`src/rtl/serial_rx_param_if.sv`:
```
// Output handshake bundle of serial_rx_param: received word, parity flag, valid/ready.
interface serial_rx_param_if #(
  parameter int DATA_BITS = 8
);
  logic [DATA_BITS-1:0] rx_data;
  logic                 rx_perr;
  logic                 rx_valid;
  logic                 rx_ready;

  modport master (output rx_data, rx_perr, rx_valid, input rx_ready);
  modport slave  (input rx_data, rx_perr, rx_valid, output rx_ready);
endinterface

```
`src/rtl/serial_rx_param.sv`:
```
// Parametrised UART receiver with framing/break detection and valid/ready output.
// Define SERIAL_RX_PARITY_EN to expect and check one parity bit after the data bits.
module serial_rx_param #(
  parameter int CLK_DIV    = 868,
  parameter int DATA_BITS  = 8,
  parameter int STOP_BITS  = 1,
  parameter int PARITY_ODD = 0
) (
  input  logic clk,
  input  logic rst_n,
  input  logic rx,
  serial_rx_param_if.master rxif,
  output logic frame_err,
  output logic break_det,
  output logic overrun,
  output logic busy
);
  localparam logic [15:0] HALF = 16'(CLK_DIV / 2);
  localparam logic [15:0] LAST = 16'(CLK_DIV - 1);

  if (CLK_DIV < 4 || CLK_DIV > 65535 || DATA_BITS < 5 || DATA_BITS > 9 ||
      STOP_BITS < 1 || STOP_BITS > 2 || PARITY_ODD < 0 || PARITY_ODD > 1) begin : g_bad_cfg
    $error("serial_rx_param: illegal parameter set");
  end

  typedef enum logic [2:0] {
    IDLE, START, DATA,
`ifdef SERIAL_RX_PARITY_EN
    PARITY,
`endif
    STOP, WAIT_HIGH
  } state_t;

  state_t               state;
  logic                 s1, rxs;
  logic [15:0]          cnt;
  logic [DATA_BITS-1:0] shreg;
  logic [3:0]           bit_idx;
  logic                 stop_idx;
  logic                 any_one;    // a 1 was seen in data/parity: frame cannot be a break
  logic                 stop0_low;
  logic                 first_low, stop_low, perr_v;

`ifdef SERIAL_RX_PARITY_EN
  logic perr;
  assign perr_v = perr;
`else
  assign perr_v = 1'b0;
`endif

  // Evaluated at the last stop sample; with two stop bits the first was captured earlier.
  assign first_low = (STOP_BITS == 1) ? !rxs : stop0_low;
  assign stop_low  = first_low | !rxs;
  assign busy      = (state != IDLE);

  always_ff @(posedge clk) begin
    if (!rst_n) begin
      state         <= IDLE;
      s1            <= 1'b1;
      rxs           <= 1'b1;
      cnt           <= '0;
      shreg         <= '0;
      bit_idx       <= '0;
      stop_idx      <= 1'b0;
      any_one       <= 1'b0;
      stop0_low     <= 1'b0;
`ifdef SERIAL_RX_PARITY_EN
      perr          <= 1'b0;
`endif
      rxif.rx_data  <= '0;
      rxif.rx_perr  <= 1'b0;
      rxif.rx_valid <= 1'b0;
      frame_err     <= 1'b0;
      break_det     <= 1'b0;
      overrun       <= 1'b0;
    end else begin
      s1        <= rx;
      rxs       <= s1;
      frame_err <= 1'b0;
      break_det <= 1'b0;
      overrun   <= 1'b0;
      cnt       <= (cnt == LAST) ? '0 : cnt + 16'd1;
      if (rxif.rx_valid && rxif.rx_ready) rxif.rx_valid <= 1'b0;

      case (state)
        IDLE: if (!rxs) begin
          cnt   <= '0;
          state <= START;
        end
        START: if (cnt == HALF - 16'd1) begin
          cnt <= '0;
          if (rxs) state <= IDLE;
          else begin
            state   <= DATA;
            bit_idx <= '0;
            any_one <= 1'b0;
          end
        end
        DATA: if (cnt == LAST) begin
          shreg   <= {rxs, shreg[DATA_BITS-1:1]};
          any_one <= any_one | rxs;
          if (bit_idx == 4'(DATA_BITS - 1)) begin
            stop_idx <= 1'b0;
`ifdef SERIAL_RX_PARITY_EN
            state    <= PARITY;
`else
            state    <= STOP;
`endif
          end else begin
            bit_idx <= bit_idx + 4'd1;
          end
        end
`ifdef SERIAL_RX_PARITY_EN
        PARITY: if (cnt == LAST) begin
          perr    <= ((^shreg) ^ rxs) != 1'(PARITY_ODD);
          any_one <= any_one | rxs;
          state   <= STOP;
        end
`endif
        STOP: if (cnt == LAST) begin
          if (stop_idx == 1'(STOP_BITS - 1)) begin
            if (!stop_low) begin
              state <= IDLE;
              if (!rxif.rx_valid || rxif.rx_ready) begin
                rxif.rx_data  <= shreg;
                rxif.rx_perr  <= perr_v;
                rxif.rx_valid <= 1'b1;
              end else begin
                overrun <= 1'b1;
              end
            end else begin
              state <= WAIT_HIGH;
              if (!any_one && first_low) break_det <= 1'b1;
              else                       frame_err <= 1'b1;
            end
          end else begin
            stop_idx  <= 1'b1;
            stop0_low <= !rxs;
          end
        end
        WAIT_HIGH: if (rxs) state <= IDLE;
        default: state <= IDLE;
      endcase
    end
  end
endmodule
```
`src/flat_wrapper.sv`:
```
// flat-port wrapper written by rule: the top's interface ports become plain ports
module serial_rx_param_flat 
#(
  parameter int CLK_DIV    = 868,
  parameter int DATA_BITS  = 8,
  parameter int STOP_BITS  = 1,
  parameter int PARITY_ODD = 0
)
  (clk, rst_n, rx, frame_err, break_det, overrun, busy, rxif_rx_data, rxif_rx_perr, rxif_rx_valid, rxif_rx_ready);
  serial_rx_param_if #(.DATA_BITS(DATA_BITS)) rxif_i ();
  input  logic clk;
  input  logic rst_n;
  input  logic rx;
  output logic frame_err;
  output logic break_det;
  output logic overrun;
  output logic busy;
  output wire logic [$bits(rxif_i.rx_data)-1:0] rxif_rx_data;
  output wire logic [$bits(rxif_i.rx_perr)-1:0] rxif_rx_perr;
  output wire logic [$bits(rxif_i.rx_valid)-1:0] rxif_rx_valid;
  input wire logic [$bits(rxif_i.rx_ready)-1:0] rxif_rx_ready;
  assign rxif_rx_data = rxif_i.rx_data;
  assign rxif_rx_perr = rxif_i.rx_perr;
  assign rxif_rx_valid = rxif_i.rx_valid;
  assign rxif_i.rx_ready = rxif_rx_ready;
  serial_rx_param #(.CLK_DIV(CLK_DIV), .DATA_BITS(DATA_BITS), .STOP_BITS(STOP_BITS), .PARITY_ODD(PARITY_ODD)) u_core (.clk(clk), .rst_n(rst_n), .rx(rx), .rxif(rxif_i), .frame_err(frame_err), .break_det(break_det), .overrun(overrun), .busy(busy));
endmodule
```
`config.mk`:
```
export PLATFORM = sky130hd
export DESIGN_NAME = serial_rx_param_flat
export DESIGN_NICKNAME = d
export VERILOG_FILES = /design/src/rtl/serial_rx_param_if.sv /design/src/rtl/serial_rx_param.sv /design/src/flat_wrapper.sv
export SDC_FILE = /design/constraint.sdc
export NUM_CORES = 1
export LEC_CHECK = 0
export CORE_ASPECT_RATIO = 0.9
export CORE_UTILIZATION = 35
export CTS_CLUSTER_SIZE = 28
export DETAILED_ROUTE_END_ITERATION = 7
export HOLD_SLACK_MARGIN = 0.02
export PLACE_DENSITY = 0.59
export SLEW_MARGIN = 15
export SYNTH_ARGS = -nofsm -noshare
export SYNTH_HDL_FRONTEND = slang
export SYNTH_SLANG_ARGS = --single-unit
```
`constraint.sdc`:
```
create_clock -name clk -period 2.15 [get_ports clk]
set_input_delay 0.645 -clock clk [delete_from_list [all_inputs] [get_ports clk]]
set_output_delay 0.645 -clock clk [all_outputs]
set_load 0.02 [all_outputs]
```
==> results.json <==
{
  "cts_tree": "done",
  "cts_buffers": 5,
  "wire_per_inst_um": 11.7,
  "clk_latency_ns": 0.29,
  "outcome": "finished, final reports clean",
  "drtIter0Drc": 124,
  "cp-endpoint": "u_core.shreg[3]",
  "combPwrFrac": 0.065,
  "ys_types": 42,
  "synth-edff-count": 0,
  "hp-class": "flop to flop",
  "grtUsageTotal": 0.142,
  "wl_met1_um": 2290,
  "syn2layout_area_growth_pct": 30.2,
  "cts_hold_buffers": 0,
  "finClkSkew_ns": 0.0121,
  "met3WireLength_um": 94,
  "avgSynthCellArea_um2": 8.40,
  "place_area_um2": 2390,
  "synthFlopType": "dfxtp_1",
  "crit_type": "flop to flop",
  "async_flop_share": 0,
  "p_per_area_nw_per_um2": 607,
  "setup_viol": 0,
  "switching_share": 0.214,
  "r2r_end": "u_core.shreg[3]",
  "die_width_um": 82.0,
  "cp-end-kind": "flop",
  "first_pass_iters": 4,
  "rows": 25,
  "ir_worst_vdd_mv": 0.348,
  "yosysWarningCount": 0,
  "synth_fp_nets": 247,
  "worst_slew_pin_slew_ns": 0.509,
  "regToRegStartpoint": "u_core.cnt[14]",
  "period_needed_ns": 2.15,
  "reg2regPathDepth": 7,
  "hold_viol": 0,
  "synth-seq-area-share": 0.457,
  "syn_area_um2": 2020,
  "clk_pin_slew_ns": 0.09,
  "p_int_mw": 1.25,
  "clockBufferDepth": 2,
  "drc": 0,
  "antenna_found_initial": 0,
  "fin_area_um2": 2630,
  "antenna-diode-count": 0,
  "synthCells": 240,
  "die-area_um2": 6070,
  "floorplan.initialDensity": 0.373,
  "dp_hpwl_um": 2830,
  "htreeDepth": 2,
  "gp_congestion": 0.714,
  "num_vias": 1663,
  "startpoint": "u_core.cnt[14]",
  "cts_root_buffer": "clkbuf_8",
  "cap_violations": 0,
  "ys_ff_latch": 46,
  "wl_met2_um": 1610,
  "power.leakage_nw": 0.946,
  "worstPathArrival_ns": 2.36,
  "clock_sinks": 46,
  "power_mw": 1.59,
  "drive_above_1_share": 0.194,
  "max-slew-margin-rel": 0.658,
  "coreArea_um2": 5410,
  "rrSetupSlack_ns": 0.003,
  "die_h_um": 74.0,
  "grt_pass1_wl_um": 6580,
  "numPortBuffers": 16,
  "rsz0062_at_grt": "yes",
  "grt_start_max_net_pins": 39,
  "required_ns": 2.36,
  "grt_overflow": 0,
  "final_core_util": 0.485,
  "via_per_inst": 4.82,
  "start_kind": "flop",
  "fin_crit_sh": 0.999,
  "seq_power_share": 0.544,
  "grt_pass1_vias": 1416,
  "detail-route-antenna-nets": 0,
  "routed_wl_um": 4040,
  "worstPathMaxFanout": 7,
  "pin_count": 18,
  "fin_nets": 284,
  "switchingPower_mw": 0.340,
  "pwr-share-clk": 0.391,
  "fmax_mhz": 466,
  "highest_layer": "met4",
  "slew_viol_final": 0
}
==> what timing repair did <==
action	CTS	global route
setup endpoints to repair	36	35
gates resized for setup	19	14
pin swaps	3	7
cloned	1	0
setup buffers	2	3
==> flip-flops by register name, indices dropped and copies added (netlist names) <==
signal                flops
u_core.any_one            1
u_core.cnt               16
u_core.bit_idx            4
u_core.state              3
u_core.break_det          1
u_core.rxif.rx_valid      1
u_core.rxif.rx_data       8
u_core.s1                 1
u_core.rxs                1
u_core.frame_err          1
u_core.shreg              8
u_core.overrun            1
==> how the worst min path moves through the flow <==
stage	startpoint	end	slack, ns	cells after the start
floorplan	u_core.s1	u_core.rxs	0.39	1
global placement	u_core.s1	u_core.rxs	0.39	1
detailed placement	u_core.s1	u_core.rxs	0.39	1
CTS	u_core.s1	u_core.rxs	0.43	1
global route	u_core.s1	u_core.rxs	0.44	1
finish	u_core.s1	u_core.rxs	0.42	1
==> through the flow <==
step | setup TNS, ns | setup slack (ns) | hold WS [ns] | cells
after floorplan | 0 | 0.0123 | 0.386 | 240
after global placement | -2.00 | -0.117 | 0.389 | 333
after detailed placement | -4.53 | -0.285 | 0.393 | 333
after CTS | -0.468 | -0.0584 | 0.426 | 342
after global routing | -0.721 | -0.0701 | 0.437 | 345
final | 0 | 0.00282 | 0.423 | 345
==> final cells by class <==
class	count	area, µm²
multi-input combinational	178	1090
clock inverter	1	30.0
timing repair buffer	43	412
clock buffer	7	76.3
sequential	46	925
fill	523	2790
inverter	3	11.3
tap	67	83.8
==> power groups by stage <==
stage	Combinational, mW	Sequential [mW]	Clock (mW)
floorplan	0.0605	0.887	0
global placement	0.0955	0.887	0
detailed placement	0.0964	0.887	0
CTS	0.0971	0.867	0.644
global route	0.117	0.868	0.675
finish	0.103	0.867	0.624
==> synth_stat cells (3+ instances only) <==
library cell | n | area, µm²
a21boi_0 | 8 | 60.1
xor2_1 | 11 | 96.3
nor2_1 | 29 | 109
nor3_1 | 5 | 25.0
inv_1 | 3 | 11.3
clkbuf_1 | 7 | 26.3
nand4_1 | 4 | 25.0
and3_1 | 4 | 25.0
buf_2 | 3 | 15.0
xnor2_1 | 5 | 43.8
o21ai_0 | 12 | 60.1
ha_1 | 3 | 37.5
nand2b_1 | 3 | 18.8
nand2_1 | 43 | 161
nand3_1 | 17 | 85.1
dfxtp_1 | 46 | 921
a21oi_1 | 6 | 30.0
==> cells by family after synthesis <==
kind of cell	count (synthesis)	synth area share
fa+ha+maj	3	0.0186
other cells	1	0.00186
simple gates	122	0.293
buf+inv	16	0.0409
compound gates	36	0.120
flops	46	0.457
xor+xnor	16	0.0695
==> metal layers <==
| layer | up-vias | GRT usage |
|---|---|---|
| li1 | 885 | - |
| met2 | 17 | 0.188 |
| met5 | - | 0 |
| met4 | 0 | 0.0468 |
| met1 | 757 | 0.219 |
| met3 | 4 | 0.0368 |
==> worst max-delay path: stages (launching register included) <==
cell and delay [ns]:
dfxtp_2 0.33, or4_4 0.54, or4_4 0.60, buf_6 0.16, nor2_4 0.12, buf_6 0.13
nand2_1 0.05, a21boi_0 0.14
==> cells in the final DEF (no fill, tap or decap), types with 3 or more instances in the layout <==
cell | netlist | final
dfxtp_2 | 0 | 3
nand2_1 | 43 | 43
buf_4 | 1 | 22
ha_1 | 3 | 3
o21ai_1 | 1 | 7
or4_4 | 2 | 3
nand2b_1 | 3 | 3
xor2_1 | 11 | 11
and3_1 | 4 | 4
clkbuf_8 | 0 | 5
a21boi_0 | 8 | 3
dfxtp_1 | 46 | 43
nor2_1 | 29 | 29
a21boi_1 | 1 | 6
nand3_1 | 17 | 9
inv_1 | 3 | 3
xnor2_1 | 5 | 5
o21ai_0 | 12 | 5
nand4_1 | 4 | 4
nor3_1 | 5 | 4
clkdlybuf4s50_1 | 0 | 15
a21oi_1 | 6 | 6
nand3_2 | 0 | 8
Note: power is estimated with default switching activity, not from simulation.
